$ cat config.mk
export PLATFORM = sky130hd
export DESIGN_NAME = piso_lr
export DESIGN_NICKNAME = d
export VERILOG_FILES = /design/src/rtl/piso_lr.sv
export SDC_FILE = /design/constraint.sdc
export NUM_CORES = 1
export LEC_CHECK = 0
export CAP_MARGIN = 30
export CORE_MARGIN = 4
export CORE_UTILIZATION = 45
export DETAILED_ROUTE_END_ITERATION = 10
export GPL_ROUTABILITY_DRIVEN = 1
export PLACE_DENSITY = 0.73
export SLEW_MARGIN = 10
export SYNTH_ARGS = -nofsm -noshare
export SYNTH_HDL_FRONTEND = slang
export SYNTH_SLANG_ARGS = --single-unit
$ cat constraint.sdc
create_clock -name clk -period 3.1 [get_ports clk]
set_input_delay 0.62 -clock clk [delete_from_list [all_inputs] [get_ports clk]]
set_output_delay 0.62 -clock clk [all_outputs]
set_load 0.02 [all_outputs]
$ cat src/rtl/piso_lr.sv
// piso_lr -- parallel-in / serial-out shifter with selectable direction.
//
// Accepts a WIDTH-bit word through a valid/ready handshake and emits it one
// bit per clock on `so`, either MSB first (lr=0) or LSB first (lr=1).
// Back-to-back words stream without gaps when a new word is offered during
// the final bit cycle of the current frame.
//
// Optional build macro: PISO_PARITY_EN
//   When defined, every frame is followed by one extra cycle (state PAR)
//   carrying the even-parity bit of the captured word; that cycle becomes the
//   frame's last cycle.
//
// Ports:
//   clk        in   clock, rising edge
//   rst_n      in   asynchronous active-low reset
//   load_valid in   word on din is offered
//   load_ready out  word can be accepted this cycle
//   din        in   [WIDTH-1:0] parallel word
//   lr         in   direction, sampled at load (0 = MSB first, 1 = LSB first)
//   so         out  serial data
//   so_valid   out  so carries a valid bit
//   last       out  current bit is the final bit of the frame
module piso_lr #(
  parameter int unsigned WIDTH = 8
) (
  input  logic             clk,
  input  logic             rst_n,
  input  logic             load_valid,
  output logic             load_ready,
  input  logic [WIDTH-1:0] din,
  input  logic             lr,
  output logic             so,
  output logic             so_valid,
  output logic             last
);

  localparam int unsigned CW = (WIDTH > 1) ? $clog2(WIDTH) : 1;

`ifdef PISO_PARITY_EN
  typedef enum logic [1:0] {
    IDLE  = 2'd0,
    SHIFT = 2'd1,
    PAR   = 2'd2
  } state_t;
`else
  typedef enum logic {
    IDLE  = 1'b0,
    SHIFT = 1'b1
  } state_t;
`endif

  state_t          state, state_next;
  logic [WIDTH-1:0] sreg;
  logic [CW-1:0]    cnt;
  logic             dir;
`ifdef PISO_PARITY_EN
  logic             par_q;
`endif

  logic load;      // handshake this edge: capture din/lr
  logic shift;     // advance register and counter
  logic bits_done; // current cycle carries the final data bit

  assign bits_done = (state == SHIFT) && (cnt == CW'(WIDTH - 1));

  always_ff @(posedge clk or negedge rst_n) begin
    if (!rst_n) begin
      state <= IDLE;
    end else begin
      state <= state_next;
    end
  end

  always_comb begin
    state_next = state;
    so         = 1'b0;
    so_valid   = 1'b0;
    last       = 1'b0;
    load_ready = 1'b0;
    load       = 1'b0;
    shift      = 1'b0;
    case (state)
      IDLE: begin
        // State is forced to IDLE while rst_n is low; gate ready so nothing
        // is offered as accepted during reset.
        load_ready = rst_n;
        if (load_valid && rst_n) begin
          load       = 1'b1;
          state_next = SHIFT;
        end
      end
      SHIFT: begin
        so       = dir ? sreg[0] : sreg[WIDTH-1];
        so_valid = 1'b1;
        if (bits_done) begin
`ifdef PISO_PARITY_EN
          state_next = PAR;
`else
          last       = 1'b1;
          load_ready = 1'b1;
          if (load_valid) begin
            load = 1'b1;
          end else begin
            state_next = IDLE;
          end
`endif
        end else begin
          shift = 1'b1;
        end
      end
`ifdef PISO_PARITY_EN
      PAR: begin
        so         = par_q;
        so_valid   = 1'b1;
        last       = 1'b1;
        load_ready = 1'b1;
        if (load_valid) begin
          load       = 1'b1;
          state_next = SHIFT;
        end else begin
          state_next = IDLE;
        end
      end
`endif
      default: state_next = IDLE;
    endcase
  end

  always_ff @(posedge clk or negedge rst_n) begin
    if (!rst_n) begin
      sreg <= '0;
      cnt  <= '0;
      dir  <= 1'b0;
`ifdef PISO_PARITY_EN
      par_q <= 1'b0;
`endif
    end else if (load) begin
      sreg <= din;
      cnt  <= '0;
      dir  <= lr;
`ifdef PISO_PARITY_EN
      par_q <= ^din;
`endif
    end else if (shift) begin
      sreg <= dir ? {1'b0, sreg[WIDTH-1:1]} : {sreg[WIDTH-2:0], 1'b0};
      cnt  <= cnt + CW'(1);
    end else if (state != IDLE && state_next == IDLE) begin
      // Frame ended with no follow-on word: leave no residue behind.
      sreg <= '0;
      cnt  <= '0;
      dir  <= 1'b0;
    end
  end

endmodule

==> results.json <==
{
  "outcome": "finished clean",
  "crit_path_max_fanout": 10,
  "die_area_um2": 2260,
  "max_stage_delay_ns": 0.62,
  "placedCellCount": 94,
  "worst_pin_slew_ns": 0.471,
  "n_antenna_cell": 0,
  "regToRegSetupSlack_ns": 1.50,
  "ant_nets": 0,
  "crit_required_ns": 2.48,
  "power.density_nw_per_um2": 960,
  "grt_pass1_vias": 541,
  "clkPwrFrac_pct": 12.4,
  "io_pins": 16,
  "tritoncts": "built",
  "hold_viol": 0,
  "synthMostInstantiatedCell": "dfrtp_1",
  "cts_buffer_depth": 2,
  "post-route-min-period_ns": 2.57,
  "rows": 14,
  "clock.fmax_mhz": 388,
  "cts_sinks": 13,
  "htreeDepth": 1,
  "drive_gt1_share_pct": 9.76,
  "grt_max_degree": 16,
  "yosys_warnings": 0,
  "ys.flop_type": "dfrtp_1",
  "cp.arrival_ns": 1.95,
  "fillCellCount": 129,
  "drt-wirelength-per-cell_um": 14.1,
  "clockRootBuffer": "clkbuf_4",
  "layout.cells.non_filler": 98,
  "synth.cells.most_frequent": "13 x dfrtp_1, 9 x a21oi_1, 8 x nor2_1",
  "power.internal_w": 0.000520,
  "num_vias": 553,
  "ys_ff_latch": 13,
  "synth_edf_count": 0,
  "p_leak_nw": 0.387,
  "drc_errors": 0,
  "p_comb_share_pct": 49.4,
  "p_seq_share_pct": 38.2,
  "syn_area_um2": 703,
  "crit_top_cell": "clkdlybuf4s50_1",
  "rsz0062_at_grt": "false",
  "clock_latency_ns": 0.27,
  "switching_power_w": 0.000323,
  "gp_congestion": 0.739,
  "final_nets": 97,
  "synth_cell_types": 23,
  "cts_buffers": 3,
  "grt_antenna_before_repair": 0,
  "syn_nets": 80,
  "end_kind": "output pin",
  "hold_class": "register to register",
  "drtIter0Drc": 7,
  "worst_ir_drop_vdd_uv": 410,
  "finalSetupViolations": 0,
  "synthArstFlopShare_pct": 100,
  "syn_to_final_growth_pct": 24.9,
  "cp_slowest_cell": "clkdlybuf4s50_1",
  "cp-start-kind": "input pin",
  "die_w_um": 47.5,
  "tns_ns": 0,
  "cts.repair.resized": 0,
  "die_y_um": 47.5,
  "synth_top_area_share_pct": 46.3,
  "crit_type": "input pin to output pin",
  "synthTopCellsByArea": "dfrtp_1 46%, a32oi_1 7.5%, a21oi_1 6.4%",
  "coreArea_um2": 1490,
  "post-cts-setup-buffers": 0,
  "worstPathCellList": "clkdlybuf4s50_1, mux2_4, clkdlybuf4s50_1",
  "yosysSeqAreaShare_pct": 46.3,
  "grt_pass1_wl_mm": 2.33,
  "synth_top_area_cell": "dfrtp_1",
  "wl_mm": 1.38,
  "cp_top_family": "buffers and inverters",
  "slew-limit-headroom_pct": 68.6,
  "grt_use_total_pct": 14.9,
  "max-cap-violations": 0,
  "skew_ns": 0.000802,
  "report.final.slew_viol_count": 0,
  "holdBufCountCts": 0,
  "period_share_pct": 83.1,
  "dp_hpwl_um": 973,
  "synth_cells": 66,
  "crit_buf_inv": 2,
  "drtPass1Iterations": 4,
  "clkTransAtPathRegs_ns": 0.08,
  "grt-ovfl-total": 0,
  "switching_share_pct": 38.3,
  "port-buffer-count": 15,
  "start_util_pct": 47.2,
  "vias_per_cell": 5.64,
  "syn-mean-instance-area_um2": 10.7
}
power groups by stage:
stage / Clock [W] / Combinational [W] / Sequential (W)
after floorplan: 0 / 0.000342 / 0.000301
after global placement: 0 / 0.000412 / 0.000322
after detailed placement: 0 / 0.000420 / 0.000324
after CTS: 0.000110 / 0.000422 / 0.000320
after global routing: 0.000116 / 0.000470 / 0.000333
final: 0.000105 / 0.000417 / 0.000322
worst register-to-register path, stage by stage (launching register included):
cell	delay [ns]
dfrtp_1	0.39
ha_1	0.20
ha_1	0.21
and2b_1	0.43
a31oi_1	0.14
a21oi_1	0.16
sequential cells by signal, summed over array words and instances (netlist names):
name and cells:
state 1, cnt 3, sreg 8, dir 1
cell type report:
type	count	area (µm²)	area share [%]
inverters	1	3.75	0.427
well taps	16	20.0	2.28
flip-flops and latches	13	325	37.0
multi-input cells	48	345	39.3
clock buffers	4	26.3	2.99
repair buffers	16	158	17.9
logic make-up after synthesis:
kind of cell,synth area share (%)
AOI/OAI and AO/OA,19.9
adders and majority gates,3.56
buffers and inverters,4.63
DFF,46.3
muxes,14.8
and+or+nand+nor,10.9
cell usage in the layout, fill, tap and decap left out:
cell type	count
nor2b_1	1
a32oi_1	6
clkbuf_4	3
nor2_1	8
a21oi_1	9
buf_4	1
clkdlybuf4s50_1	15
a31oi_1	2
and2_1	1
mux2_4	1
a22o_1	2
mux2_2	3
a21o_1	1
mux2i_1	1
dfrtp_1	13
inv_1	1
mux2_1	4
o21ai_0	1
and2b_1	1
ha_1	2
nand2_1	1
nand3_1	3
nand3b_1	1
clkbuf_1	1
stage by stage:
step	hold slack (ns)	total power, W	utilization [%]	setup WS [ns]	instance area (µm²)
floorplan	0.324	0.000643	-	1.40	703
global placement	0.495	0.000734	57.2	0.532	852
detailed placement	0.499	0.000744	57.2	0.517	852
CTS	0.523	0.000853	59.0	0.514	878
global route	0.526	0.000919	59.0	0.447	878
finish	0.525	0.000843	59.0	0.525	878
per-layer routing:
metal	up-vias	global-route usage, %	routed length, µm
met1	257	19.4	663
met3	2	3.76	66
met2	12	23.0	634
met5	-	0	0
met4	0	7.53	16
li1	282	-	-
worst paths after layout:
| check | startpoint | endpoint | depth (start not counted) |
|---|---|---|---|
| worst max register to register | cnt[0] | sreg[0] | 5 |
| worst min-delay path | cnt[2] | cnt[2] | 1 |
| min in group asynchronous | rst_n | state | 2 |
| worst max-delay path | rst_n | load_ready | 3 |
| max in group asynchronous | rst_n | cnt[1] | 2 |
| worst min register to register | cnt[2] | cnt[2] | 1 |
No activity file was read; power rests on OpenSTA's default activity.
